<file path="config.mk">
export PLATFORM = sky130hd
export DESIGN_NAME = regfile_dump_reader
export DESIGN_NICKNAME = d
export VERILOG_FILES = /design/src/rtl/regfile_dump_reader.sv
export SDC_FILE = /design/constraint.sdc
export NUM_CORES = 1
export LEC_CHECK = 0
export BUFFER_PORTS_ARGS = -buffer_cell sky130_fd_sc_hd__buf_2
export CAP_MARGIN = 30
export CORE_ASPECT_RATIO = 1.75
export CORE_UTILIZATION = 44
export DETAILED_ROUTE_END_ITERATION = 6
export MAX_ROUTING_LAYER = met4
export PLACE_DENSITY = 0.76
export SLEW_MARGIN = 40
export SYNTH_ARGS = -nofsm -noshare
export SYNTH_HDL_FRONTEND = slang
export SYNTH_SLANG_ARGS = --single-unit
</file>
<file path="constraint.sdc">
create_clock -name clock -period 1.5 [get_ports clock]
set_clock_uncertainty 0.05 [all_clocks]
set_input_delay 0.225 -clock clock [delete_from_list [all_inputs] [get_ports clock]]
set_output_delay 0.225 -clock clock [all_outputs]
set_load 0.03 [all_outputs]
</file>
<file path="src/rtl/regfile_dump_reader.sv">
// regfile_dump_reader: walks a register range through the read port and streams words over valid/ready
module regfile_dump_reader #(
    parameter int DATA_WIDTH = 32,
    parameter int ADDR_WIDTH = 2
) (
    input  logic                  clock,
    input  logic                  reset,
    input  logic                  start,
    input  logic [ADDR_WIDTH-1:0] first_register,
    input  logic [ADDR_WIDTH-1:0] last_register,
    output logic [ADDR_WIDTH-1:0] read_register,
    input  logic [DATA_WIDTH-1:0] read_data,
    output logic [DATA_WIDTH-1:0] out_data,
    output logic [ADDR_WIDTH-1:0] out_register,
    output logic                  out_valid,
    input  logic                  out_ready,
    output logic                  busy,
    output logic                  done
);
    typedef enum logic [1:0] {IDLE, READ, SEND} state_t;
    state_t state, state_next;
    logic [ADDR_WIDTH-1:0] counter, end_register;
    logic handshake, last_word;

    assign read_register = counter;
    assign out_valid     = state == SEND;
    assign busy          = state != IDLE;
    assign handshake     = out_valid && out_ready;
    assign last_word     = counter == end_register;

    // next state: a word is read for one cycle, then offered until accepted
    always_comb begin
        state_next = state;
        state_next = state == IDLE ? (start ? READ : IDLE) :
                     state == READ ? SEND :
                     handshake ? (last_word ? IDLE : READ) : SEND;
    end

    // state, range counter, capture register and done pulse
    always_ff @(posedge clock) begin
        if (reset) begin
            state        <= IDLE;
            counter      <= '0;
            end_register <= '0;
            out_data     <= '0;
            out_register <= '0;
            done         <= 1'b0;
        end else begin
            state <= state_next;
            done  <= handshake && last_word;
            if (state == IDLE && start) begin
                counter      <= first_register;
                end_register <= last_register;
            end
            if (state == READ) begin
                out_data     <= read_data;
                out_register <= counter;
            end
            if (handshake && !last_word)
                counter <= counter + 1'b1;
        end
    end
endmodule

</file>
## After elaboration in Yosys (flattened, before gate mapping)

Cells that the tools add are included.

- Input bits: 40
- Word-level logic and storage cells: 25
- Register bits after elaboration: 41
- Output and inout port bits: 39

- Equality and inequality tests: 3
- Reductions and logical operators: 8
- Add/sub/neg operators: 1
- Mux-type cells: 7

Operators with widths:

| kind | count |
|---|---|
| $mux W2 | 5 |
| $logic_and A1 B1 Y1 | 4 |
| $reduce_bool A2 Y1 | 2 |
| $add A2 B1 Y2 const B | 1 |
| $eq A2 B1 Y1 const B | 1 |
| $eq A2 B2 Y1 | 1 |
| $eq A2 B2 Y1 const B | 1 |
| $logic_not A2 Y1 | 1 |
| $mux W1 | 2 |
| $logic_not A1 Y1 | 1 |

## Logic depth before layout (Yosys ltp)

Gate-level depths: netlist (run 1).

- Depth in word-level cells: 5
- Depth in mapped cells: 5

## Worst setup path before layout (run 1)

Ideal clock, no wire load.

- Path kind: register to register
- Start point: register counter[0], in the netlist read_register[0]
- End point: register counter[1], in the netlist read_register[1]
- Clock period less this slack: 1383 ps
- Setup slack: 117 ps
- Stages on the path, launching flop included: 5
- Arrival: 1254 ps
- Cell sequence: dfxtp_1 buf_2 xnor2_1 a2111o_1 o211ai_1

- Word-level cells in the longest chain between the ends: 4

RTL lines:

| item | RTL line | text |
|---|---|---|
| from (decl) | 22 | `logic [ADDR_WIDTH-1:0] counter, end_register;` |
| from (signal assigned) | 52 | `counter <= first_register;` |
| from (signal assigned) | 60 | `counter <= counter + 1'b1;` |
| $eq A2 B2 Y1 | 29 | `assign last_word = counter == end_register;` |
| $logic_not A1 Y1 | 59 | `if (handshake && !last_word)` |
| $logic_and A1 B1 Y1 | 59 |  |
| $mux W2 / $reduce_bool A2 Y1 (equally long branches) | -- |  |

Parallel ways exist; a longest one is shown, timed or not.
A chain may end at the register's enable or synchronous reset.

## Final worst setup path (run 1)

- Start point: register state[1]
- End point: output out_valid

- Word-level cells in the longest chain between the ends: 1

RTL lines:

| item | RTL line | text |
|---|---|---|
| from (decl) | 21 | `state_t state, state_next;` |
| from (signal assigned) | 49 | `state <= state_next;` |
| $eq A2 B2 Y1 | 26 | `assign out_valid = state == SEND;` |
| to (decl) | 15 | `output logic out_valid,` |

Every way passes these cells.

==> reports/results.ini, run 1 <==
[placement]
io_buffers = 78
dpl.cell_count = 301
dpl.hpwl_mm = 2.41
place_congestion = 0.734

[floorplanning]
core_region_area_um2 = 3360
start_util_pct = 46.1
placement_rows = 28
ioPinCount = 79
dieHeight_um = 80.6
die-area_um2 = 3780
die_w_um = 46.9

[routing]
via_per_inst = 4.75
via_count = 1469
drt-initial-drc-count = 28
drc = 0
final_antenna_net_count = 0
wire_per_inst_um = 11.1
wirelength_mm = 3.43
drt_first_pass_iters = 4

[clock_network]
cts_max_path_buffers = 2
cts_resized = 0
root_buffer = clkbuf_8
ctsHoldBuffers = 0
cts_buffers = 5
clk_pin_slew_ns = 0.08
cts_tree = built
cts_max_level = 2
cts.sinks = 41
clk-insertion-delay-late_ns = 0.28
cts_setup_buffers = 0

[logic_synthesis]
avgSynthCellArea_um2 = 8.25
syn-cell-area_um2 = 1550
ys_seq_area_share_pct = 52.9
synth_top_area_share_pct = 52.9
synth_cell_type_count = 25
async_flop_share_pct = 0
synth_edf_count = 0
yosys-top-cells-area = dfxtp_1, nand2_1, a21oi_1
syn_inst = 188
synth.most_common_cell = nand2_1
synthFlopType = dfxtp_1
yosys_register_bits = 41
yosys-top-cells-count = nand2_1, dfxtp_1, a21oi_1
synth_top_cell_by_area = dfxtp_1
synth_warnings = 0
syn_nets = 228

[critical_path]
crit_required_ns = 1.22
slowest_delay_ns = 0.48
startpoint_type = register
crit_arrival_ns = 1.12
worst_setup_path_end_kind = primary output
slowest_stage = dfxtp_1
cpLargestDelayFamily = flip-flops
cp_cell_sequence = nor2b_1 -> buf_2
worstPathMaxFanout = 8
crit_buf_inv = 1
crit_type = register to primary output

[timing]
setup_viol = 0
final_hold_viol_count = 0
grt_setup_unrepaired = false
tns_ns = 0
fmax_mhz = 718
tightest_slew_ns = 0.391
slew_viol_final = 0
fin_crit_sh_pct = 92.9
slew_headroom_pct = 73.8
min_period_ns = 1.39

[pwr]
p_leak_nw = 0.963
pwr-share-clk_pct = 31.2
p_switching_w = 0.000729
pwr-share-comb_pct = 20.2
power_density_nw_per_um2 = 1190
peakVddDrop_mv = 0.789
switching_share_pct = 29.3
internal_power_w = 0.00176
seqPwrFrac_pct = 48.6

[run]
drv_cap = 0

[worst_hold_path]
hp-class = input port to register

[final_layout]
fillCellCount = 340
drive_gt1_share_pct = 36.0
final_nets = 303
syn_to_final_growth_pct = 34.9
diodes = 0
utilization_pct = 62.2
final_cells = 309

[global_routing]
grt_pass1_wl_mm = 5.21
antenna_found_initial = 0
grt_pass1_vias = 1241
grt_usage_pct = 19.5
grt_max_degree = 35
grt.overflow.total = 0

[status]
status = finished, final reports clean

[final timing paths]
kind | endpoint | startpoint | slack, ns | depth (start not counted)
worst min-delay path | out_data[1] | read_data[1] | 0.12 | 3
worst max register to register | read_register[0] | state[1] | 0.12 | 3
worst min register to register | out_data[17] | out_data[17] | 0.40 | 2
worst max-delay path | out_valid | state[1] | 0.11 | 2
[metal layers]
metal  wire length (um)  vias to the layer above  part of all wire, %  GRT usage, %
met5                  0                        -                    0             -
li1                   -                      768                    -             -
met3                157                        6                  4.6          5.62
met4                 57                        0                  1.7          7.71
met2               1840                       43                   54          33.3
met1               1370                      652                   40          20.1
[area by class of cell]
cell class | instances | area, um^2 | share of cell area, %
multi-input cells | 132 | 666 | 31.8
clock inverters | 1 | 5.00 | 0.239
clock buffers | 7 | 96.3 | 4.60
flip-flops and latches | 41 | 821 | 39.2
inverters | 1 | 3.75 | 0.179
well taps | 45 | 56.3 | 2.69
repair buffers | 82 | 445 | 21.3
[through the flow]
step           hold slack, ns  instance area (um^2)  total power (W)  setup slack [ns]
5_1_grt                 0.107                  2090          0.00262            0.0535
6_report                0.117                  2090          0.00249             0.107
4_1_cts                 0.106                  2090          0.00253             0.107
3_5_place_dp            0.394                  1990          0.00174             0.143
2_1_floorplan           0.311                  1550          0.00158             0.117
3_3_place_gp            0.389                  1990          0.00173             0.171
[worst min-delay path, stage by stage]
cell	delay, ns
buf_2	0.09
nand2_1	0.04
a21oi_1	0.05
[kinds of logic (layout without fill, tap and decap cells)]
group                     Yosys count  count (layout)  synth area share (%)
and+or+nand+nor                    87              87                  24.8
DFF                                41              41                  52.9
AOI/OAI and AO/OA                  40              40                  14.9
buffers and inverters              15              91                  4.35
xor gates and xnor gates            3               3                  1.69
muxes                               2               2                  1.29
[sequential cells by signal, indices dropped and copies added (netlist names)]
| register | cells |
|---|---|
| state | 2 |
| end_register | 2 |
| done | 1 |
| out_register | 2 |
| read_register | 2 |
| out_data | 32 |
[placed cells by master (no fill, tap or decap), drive strengths merged, types with 2 or more instances in the layout]
cell,netlist,routed
nand2,69,69
nor2b,3,3
nor3b,2,2
xnor2,3,3
clkbuf,4,7
nand3b,2,2
dfxtp,41,41
buf,10,82
mux2i,2,2
a21oi,35,35
a2111o,2,2
nor2,4,4
[power by group through the flow]
stage	sequential [W]	combinational, W	clock (W)
after CTS	0.00121	0.000509	0.000809
after detailed placement	0.00123	0.000509	0
after global routing	0.00122	0.000553	0.000846
final	0.00121	0.000503	0.000777
after global placement	0.00123	0.000503	0
after floorplan	0.00134	0.000234	0
(Power assumes the default switching activity.)
==> run 2: changes to the inputs <==
- REMOVE_ABC_BUFFERS: default -> 1
==> run 2 against run 1 <==
  * Maximum frequency increased by 1.2%
  * Register-to-register slack about the same
  * Global-route usage increased by 0.78 points
  * Sequential power is essentially flat
  * Largest power group unchanged
  * Highest routed layer unchanged
==> reports/results.ini, run 2 (same netlist as run 1, synthesis figures left out) <==
[status]
status = finished, final reports clean

[final_layout]
fin_area_um2 = 2090
fillCellCount = 339
largest_reg_flops = 32
diodes = 0
utilization_pct = 62.2
multi_input_area_um2 = 666
final_common_cell = buf_2
syn_to_final_growth_pct = 34.9
final_nets = 303
seqCellArea_um2 = 821
top_register = out_data
drive_gt1_share_pct = 36.0
final_cell_mix = buf_2, nand2_1, dfxtp_1

[placement]
io_buffers = 78
place_congestion = 0.780
placed_area_um2 = 1990
dpl.hpwl_mm = 2.51

[timing]
slew_viol_final = 0
min_period_ns = 1.38
tightest_slew_ns = 0.395
grt_setup_unrepaired = false
fmax_mhz = 727
whs_ns = 0.119
fin_crit_sh_pct = 91.7
setup_viol = 0
final_hold_viol_count = 0
slew_headroom_pct = 73.6

[pwr]
p_leak_nw = 0.963
p_total_w = 0.00248
power_density_nw_per_um2 = 1190
peakVddDrop_mv = 0.813

[critical_path]
worst_setup_path_end_kind = primary output
crit_arrival_ns = 1.10
worstPathMaxFanout = 8
crit_type = register to primary output
crit_required_ns = 1.22
startpoint_type = register

[clock_network]
clk-insertion-delay-late_ns = 0.28
cts_max_path_buffers = 2
cts_resized = 0
root_buffer = clkbuf_8
cts_setup_buffers = 0
clk_pin_slew_ns = 0.08
cts_tree = built
cts.sinks = 41
ctsHoldBuffers = 0
cts_max_level = 2
cts_buffers = 5

[worst_hold_path]
hp-class = input port to register

[routing]
via_count = 1479
wirelength_mm = 3.47
drt_first_pass_iters = 4
drt-initial-drc-count = 30
drc = 0
final_antenna_net_count = 0
via_per_inst = 4.79
wire_per_inst_um = 11.2

[floorplanning]
die_w_um = 46.9
dieHeight_um = 80.6
placement_rows = 28
die-area_um2 = 3780
start_util_pct = 46.1
core_region_area_um2 = 3360
ioPinCount = 79

[global_routing]
grt_pass1_wl_mm = 5.42
grt_usage_pct = 20.3
antenna_found_initial = 0
grt_max_degree = 35
grt.overflow.total = 0
grt_pass1_vias = 1314

[run]
drv_cap = 0

-- run 2: cell counts in the layout (fill, tap and decap cells not counted) --
No cell type changed its count.
-- run 2: report_power, final --
part           total, W  internal [W]  switching (W)
clock          0.000766      0.000415       0.000351
sequential      0.00121       0.00116      0.0000525
combinational  0.000504      0.000187       0.000317
-- run 2: layout make-up --
cell class | count | share of cell area [%]
Clock buffer | 7 | 4.60
Clock inverter | 1 | 0.239
Multi-Input combinational cell | 132 | 31.8
Tap cell | 45 | 2.69
Inverter | 1 | 0.179
Timing Repair Buffer | 82 | 21.3
Sequential cell | 41 | 39.2
-- run 2: per-stage QoR --
step	setup TNS (ns)	instances	setup WS, ns
5_1_grt	0	309	0.0423
3_5_place_dp	0	301	0.141
2_1_floorplan	-15.01	174	-0.441
6_report	0	309	0.124
4_1_cts	0	309	0.113
3_3_place_gp	0	301	0.170
-- run 2: routing by layer --
metal	routed length [um]	GRT usage, %	up-vias
met1	1290	19.2	665
met3	146	4.94	8
met4	91	8.86	0
met5	0	-	-
met2	1940	36.5	41
li1	-	-	765
-- run 2: worst max-delay path: stages (launching register included) --
cell and delay [ns]:
dfxtp_1 0.46, nor2b_1 0.15, buf_2 0.20
-- run 2: worst paths after layout --
path                       from                to  slack (ns)  cells past startpoint
hold reg to reg     out_data[4]       out_data[4]        0.40                      2
hold / removal    read_data[16]      out_data[16]        0.12                      3
setup / recovery       state[1]         out_valid        0.12                      2
setup reg to reg       state[1]  read_register[0]        0.13                      3
